[config.mk]
export PLATFORM = sky130hd
export DESIGN_NAME = soc_run_ctrl
export DESIGN_NICKNAME = d
export VERILOG_FILES = /design/src/rtl/soc_run_ctrl.sv
export SDC_FILE = /design/constraint.sdc
export NUM_CORES = 1
export LEC_CHECK = 0
export ABC_AREA = 1
export CAP_MARGIN = 10
export CORE_ASPECT_RATIO = 0.75
export CORE_UTILIZATION = 30
export CTS_CLUSTER_SIZE = 28
export DETAILED_ROUTE_END_ITERATION = 16
export HOLD_SLACK_MARGIN = 0.12
export PLACE_DENSITY = 0.54
export SYNTH_ARGS = -nofsm -noshare
export SYNTH_HDL_FRONTEND = slang
export SYNTH_SLANG_ARGS = --single-unit
[constraint.sdc]
create_clock -name clk -period 7.46 [get_ports clk]
set_input_delay 2.238 -clock clk [delete_from_list [all_inputs] [get_ports clk]]
set_output_delay 2.238 -clock clk [all_outputs]
set_load 0.02 [all_outputs]
[src/rtl/soc_run_ctrl.sv]
// soc_run_ctrl: run controller for RISCVSoC test runs.
// On a valid start it latches the selected test's cycle budget, holds the SoC
// in reset, lets it run until the CPU raises halt_req or the budget expires,
// pulses debug to trigger the register/memory dump, then parks the SoC and
// reports status.
//
// Ports:
//   clk        system clock, rising edge
//   rst        asynchronous active-low reset
//   start      one-cycle run request, honoured in IDLE or DONE
//   test_sel   test index sampled with start
//   halt_req   CPU end-of-test indication, sampled only in RUN
//   abort      return to IDLE from any state
//   soc_rst    active-high reset to the SoC
//   debug      dump pulse to the SoC
//   busy       run in progress (RESET, RUN, DEBUG)
//   done       run finished
//   timed_out  in DONE: 1 = budget expired, 0 = halted by the CPU
//   bad_sel    sticky: last start had an out-of-range test_sel
//   cycles     RUN cycles consumed, frozen outside RUN
module soc_run_ctrl #(
  parameter int unsigned               NUM_TESTS  = 5,
  parameter int unsigned               SEL_W      = 3,
  parameter int unsigned               CNT_W      = 20,
  parameter logic [NUM_TESTS*CNT_W-1:0] BUDGETS   =
    {20'd250000, 20'd250000, 20'd15000, 20'd15000, 20'd10000},
  parameter int unsigned               RST_CYCLES = 1,
  parameter int unsigned               DBG_CYCLES = 1
) (
  input  logic             clk,
  input  logic             rst,
  input  logic             start,
  input  logic [SEL_W-1:0] test_sel,
  input  logic             halt_req,
  input  logic             abort,
  output logic             soc_rst,
  output logic             debug,
  output logic             busy,
  output logic             done,
  output logic             timed_out,
  output logic             bad_sel,
  output logic [CNT_W-1:0] cycles
);

  localparam int unsigned RST_N  = (RST_CYCLES == 0) ? 1 : RST_CYCLES;
  localparam int unsigned DBG_N  = (DBG_CYCLES == 0) ? 1 : DBG_CYCLES;
  localparam int unsigned PH_MAX = (RST_N > DBG_N) ? RST_N : DBG_N;
  localparam int unsigned PH_W   = $clog2(PH_MAX + 1);

  typedef enum logic [2:0] {
    S_IDLE,
    S_RESET,
    S_RUN,
    S_DEBUG,
    S_DONE
  } state_t;

  state_t           state_q, state_d;
  logic [PH_W-1:0]  phase_q, phase_d;
  logic [CNT_W-1:0] budget_q, budget_d;
  logic [CNT_W-1:0] cnt_q, cnt_d;
  logic             timed_out_q, timed_out_d;
  logic             bad_sel_q, bad_sel_d;
  logic             soc_rst_q, soc_rst_d;
  logic             debug_q, debug_d;
  logic             busy_q, busy_d;
  logic             done_q, done_d;

  logic             sel_valid;
  logic [CNT_W-1:0] budget_sel;
  logic [CNT_W-1:0] last_cnt;

  assign sel_valid = (32'(test_sel) < NUM_TESTS);

  // Budget lookup only ever indexes in-range entries.
  always_comb begin
    budget_sel = '0;
    for (int unsigned i = 0; i < NUM_TESTS; i++) begin
      if (32'(test_sel) == i) begin
        budget_sel = BUDGETS[i*CNT_W +: CNT_W];
      end
    end
  end

  // A zero budget behaves like a budget of one cycle.
  assign last_cnt = (budget_q == '0) ? '0 : budget_q - CNT_W'(1);

  always_comb begin
    state_d     = state_q;
    phase_d     = phase_q;
    budget_d    = budget_q;
    cnt_d       = cnt_q;
    timed_out_d = timed_out_q;
    bad_sel_d   = bad_sel_q;

    unique case (state_q)
      S_IDLE, S_DONE: begin
        if (start) begin
          if (sel_valid) begin
            state_d     = S_RESET;
            phase_d     = PH_W'(RST_N - 1);
            budget_d    = budget_sel;
            cnt_d       = '0;
            timed_out_d = 1'b0;
            bad_sel_d   = 1'b0;
          end else begin
            bad_sel_d = 1'b1;
          end
        end
      end
      S_RESET: begin
        if (phase_q == '0) begin
          state_d = S_RUN;
        end else begin
          phase_d = phase_q - PH_W'(1);
        end
      end
      S_RUN: begin
        if (cnt_q != '1) begin
          cnt_d = cnt_q + CNT_W'(1);
        end
        // halt_req has priority over budget expiry in the same cycle
        if (halt_req) begin
          state_d     = S_DEBUG;
          phase_d     = PH_W'(DBG_N - 1);
          timed_out_d = 1'b0;
        end else if (cnt_q >= last_cnt) begin
          state_d     = S_DEBUG;
          phase_d     = PH_W'(DBG_N - 1);
          timed_out_d = 1'b1;
        end
      end
      S_DEBUG: begin
        if (phase_q == '0) begin
          state_d = S_DONE;
        end else begin
          phase_d = phase_q - PH_W'(1);
        end
      end
      default: state_d = S_IDLE;
    endcase

    // Abort discards everything above: the abort edge itself is not counted
    // as a RUN cycle and all status stays as it was.
    if (abort) begin
      state_d     = S_IDLE;
      phase_d     = phase_q;
      budget_d    = budget_q;
      cnt_d       = cnt_q;
      timed_out_d = timed_out_q;
      bad_sel_d   = bad_sel_q;
    end
  end

  // Status outputs follow the state one cycle later; abort parks them at
  // once so debug never outlives the abort edge.
  always_comb begin
    soc_rst_d = (state_q == S_IDLE) || (state_q == S_RESET) || (state_q == S_DONE);
    debug_d   = (state_q == S_DEBUG);
    busy_d    = (state_q == S_RESET) || (state_q == S_RUN) || (state_q == S_DEBUG);
    done_d    = (state_q == S_DONE);
    if (abort) begin
      soc_rst_d = 1'b1;
      debug_d   = 1'b0;
      busy_d    = 1'b0;
      done_d    = 1'b0;
    end
  end

  always_ff @(posedge clk or negedge rst) begin
    if (!rst) begin
      state_q     <= S_IDLE;
      phase_q     <= '0;
      budget_q    <= '0;
      cnt_q       <= '0;
      timed_out_q <= 1'b0;
      bad_sel_q   <= 1'b0;
      soc_rst_q   <= 1'b1;
      debug_q     <= 1'b0;
      busy_q      <= 1'b0;
      done_q      <= 1'b0;
    end else begin
      state_q     <= state_d;
      phase_q     <= phase_d;
      budget_q    <= budget_d;
      cnt_q       <= cnt_d;
      timed_out_q <= timed_out_d;
      bad_sel_q   <= bad_sel_d;
      soc_rst_q   <= soc_rst_d;
      debug_q     <= debug_d;
      busy_q      <= busy_d;
      done_q      <= done_d;
    end
  end

  assign soc_rst   = soc_rst_q;
  assign debug     = debug_q;
  assign busy      = busy_q;
  assign done      = done_q;
  assign timed_out = timed_out_q;
  assign bad_sel   = bad_sel_q;
  assign cycles    = cnt_q;

endmodule

==> qor.yml <==
r2r_end: "timed_out"
synth-simple-area-share: 0.375
avgSynthCellArea_um2: 7.02
syn_inst: 361
synth_mux_area_frac: 0
peakVddDrop_mv: 0.0770
dpl-instance-area_um2: 2950
dieWidth_um: 108
tns_ns: 0
cp_slowest_cell: "nor2_4"
max_cap_viol_count: 0
yosysWarningCount: 0
required_ns: 7.63
hp-class: "reg -> reg"
ant_nets: 0
clockBufferDepth: 2
criticalPathCategory: "in -> reg"
arrival_ns: 4.01
cp_max_fo: 25
cts_made_buffers: 5
period_needed_ns: 3.83
p_per_area_nw_per_um2: 190
synth-adder-area-share: 0.0987
viasPerCell: 4.66
r2r_cells: 18
r2r-start: "budget_q[11]"
period_share: 0.514
holdBufCountCts: 0
cp.depth: 11
timing.hold.ws_ns: 0.482
wl_per_cell_um: 12.8
fin_nets: 424
synth_cell_types: 31
max_slew_margin: 0.463
slew_violations: 0
min_delay_path_depth: 2
cts_tree: "done"
critical_path.endpoint_type: "register"
cp_top_family: "simple AND/OR/NAND/NOR gates"
worstMarginPinSlew_ns: 0.805
timing.final.hold_violations: 0
outcome: "finished clean"
r2r_slack_ns: 4.41
place_congestion: 0.846
io_buffers: 33
fin_area_um2: 3050
cts_repair_resize_count: 0
clk_latency_ns: 0.29
hold_end: "timed_out"
syn-cell-area_um2: 2530
post-place-ws_ns: 3.30
fp-row-count: 28
clk_pin_slew_worst_paths_ns: 0.07
clock-sinks: 35
die_h_um: 81.6
seq_area_frac_synth: 0.346
drive_gt1_frac: 0.0453
synth_top_family_by_area: "simple AND/OR/NAND/NOR gates"
synth-xor-area-share: 0.0518
drcViolationCount: 0
drt_wl_total_um: 6440
rsz0062_at_grt: "false"
start_util: 0.316
fin_ws_ns: 3.63
hpwlAfterDp_um: 4880
p_leak_nw: 1.53
grt_pass1_wl_um: 10800
fillCellCount: 867
crit_top_cell: "nand2_1"
antenna_found_initial: 0
vias: 2338
gr-usage-all-layers: 0.159
total_power_uw: 581
post_cts_buffers: 0
synth_fp_nets: 389
hp-start: "timed_out"
ys_ff_latch: 35
crit_chain: "clkdlybuf4s50_1 -> nor2_1 -> inv_1 -> nand2_1 -> nand2_1 -> nand2_1 -> nand2_2 -> nor2_4 -> inv_4 -> nand2_1 -> o21ai_0"
drt_iter0_drc: 163
num_io_pins: 34
max_freq_mhz: 261
diodes: 0
h-tree-depth: 2
max_stage_delay_ns: 0.43
cp-start-kind: "input pin"
area_growth_pct: 20.4
path_buf_inv: 3
setup_violations: 0
grt_max_degree: 36
grt-ovfl-total: 0
cts-root-buf: "clkbuf_8"
grt_pass1_vias: 2072
synth_compound_area_frac: 0.0499
dieArea_um2: 8830
first_pass_iters: 4
coreArea_um2: 8020
skew_ns: 0.00786
## cell families (layout without fill, tap and decap cells)
logic type / Yosys count / count (layout)
compound gates: 24 / 24
xor+xnor: 15 / 15
fa+ha+maj: 20 / 20
buf+inv: 47 / 83
flops: 35 / 35
simple gates: 220 / 220
## registers in the layout (all words and copies together), names as in the netlist
register,count
state_q,3
done,1
bad_sel,1
budget_q,6
busy,1
debug,1
cycles,20
soc_rst,1
timed_out,1
## cell type report
| class | instances | area [um2] | area share |
|---|---|---|---|
| clock buffer | 8 | 100 | 0.0328 |
| sequential | 35 | 877 | 0.287 |
| inverter | 42 | 160 | 0.0525 |
| timing repair buffer | 33 | 325 | 0.107 |
| tap | 105 | 131 | 0.0430 |
| multi-input combinational | 279 | 1460 | 0.478 |
## cell usage after synthesis
| library cell | count | area share |
|---|---|---|
| nand3_2 | 1 | 0.0039 |
| nor2_2 | 1 | 0.0025 |
| nor2_1 | 41 | 0.061 |
| inv_1 | 39 | 0.058 |
| buf_6 | 2 | 0.0089 |
| o21a_1 | 1 | 0.0030 |
| inv_4 | 1 | 0.0025 |
| clkinv_1 | 2 | 0.0030 |
| ha_1 | 20 | 0.099 |
| buf_2 | 1 | 0.0020 |
| xnor2_1 | 2 | 0.0069 |
| nor3b_1 | 1 | 0.0030 |
| or2_2 | 2 | 0.0049 |
| dfrtp_1 | 34 | 0.34 |
| clkbuf_1 | 1 | 0.0015 |
| a21oi_1 | 6 | 0.012 |
| buf_4 | 1 | 0.0030 |
| nor3_1 | 6 | 0.012 |
| o21ai_1 | 1 | 0.0020 |
| nor2_4 | 2 | 0.0089 |
| o21bai_1 | 1 | 0.0030 |
| xor2_1 | 13 | 0.045 |
| nand4_1 | 10 | 0.025 |
| nand3_1 | 33 | 0.065 |
| o22ai_1 | 1 | 0.0025 |
| nand3b_1 | 1 | 0.0030 |
| o21ai_0 | 14 | 0.028 |
| nand2_2 | 1 | 0.0025 |
| dfstp_2 | 1 | 0.010 |
| nor3_4 | 1 | 0.0064 |
| nand2_1 | 120 | 0.18 |
## worst max-delay path by stage
stage / start / end / slack [ns]
after floorplan: test_sel[1] / cycles[16] / 4.18
after global placement: test_sel[1] / cycles[9] / 3.34
after detailed placement: test_sel[1] / cycles[9] / 3.30
after CTS: test_sel[1] / cycles[9] / 3.60
after global routing: test_sel[1] / cycles[9] / 3.34
final: test_sel[1] / cycles[9] / 3.63
## where the power goes
| group | internal [mW] | switching, mW | total (mW) |
|---|---|---|---|
| logic | 0.0674 | 0.120 | 0.188 |
| registers | 0.213 | 0.0269 | 0.240 |
| clock network | 0.0844 | 0.0699 | 0.154 |
| total | 0.365 | 0.217 | 0.581 |
## routing by layer
| layer | track usage | routed length, um |
|---|---|---|
| met4 | 0.0247 | 34 |
| met1 | 0.251 | 3560 |
| met2 | 0.223 | 2590 |
| met3 | 0.0294 | 259 |
| met5 | 0 | 0 |
## worst min-delay path: cells and delay by family (launching register included)
kind	cells	cell delay, ns
flip-flops	1	0.35
AND/OR/NAND/NOR	2	0.10
## metrics by stage
| stage | util | instances |
|---|---|---|
| 6_report | 0.381 | 502 |
| 4_1_cts | 0.381 | 502 |
| 5_1_grt | 0.381 | 502 |
| 2_1_floorplan | - | 361 |
| 3_3_place_gp | 0.368 | 494 |
| 3_5_place_dp | 0.368 | 494 |
## cells in the final DEF (no fill, tap or decap), types with 7 or more instances in the layout
cell type	n
nand4_1	10
nand3_1	33
o21ai_0	14
xor2_1	13
nor2_1	41
inv_1	39
nand2_1	120
ha_1	20
clkdlybuf4s50_1	32
dfrtp_1	34
clkbuf_8	7
(Power assumes the default switching activity.)
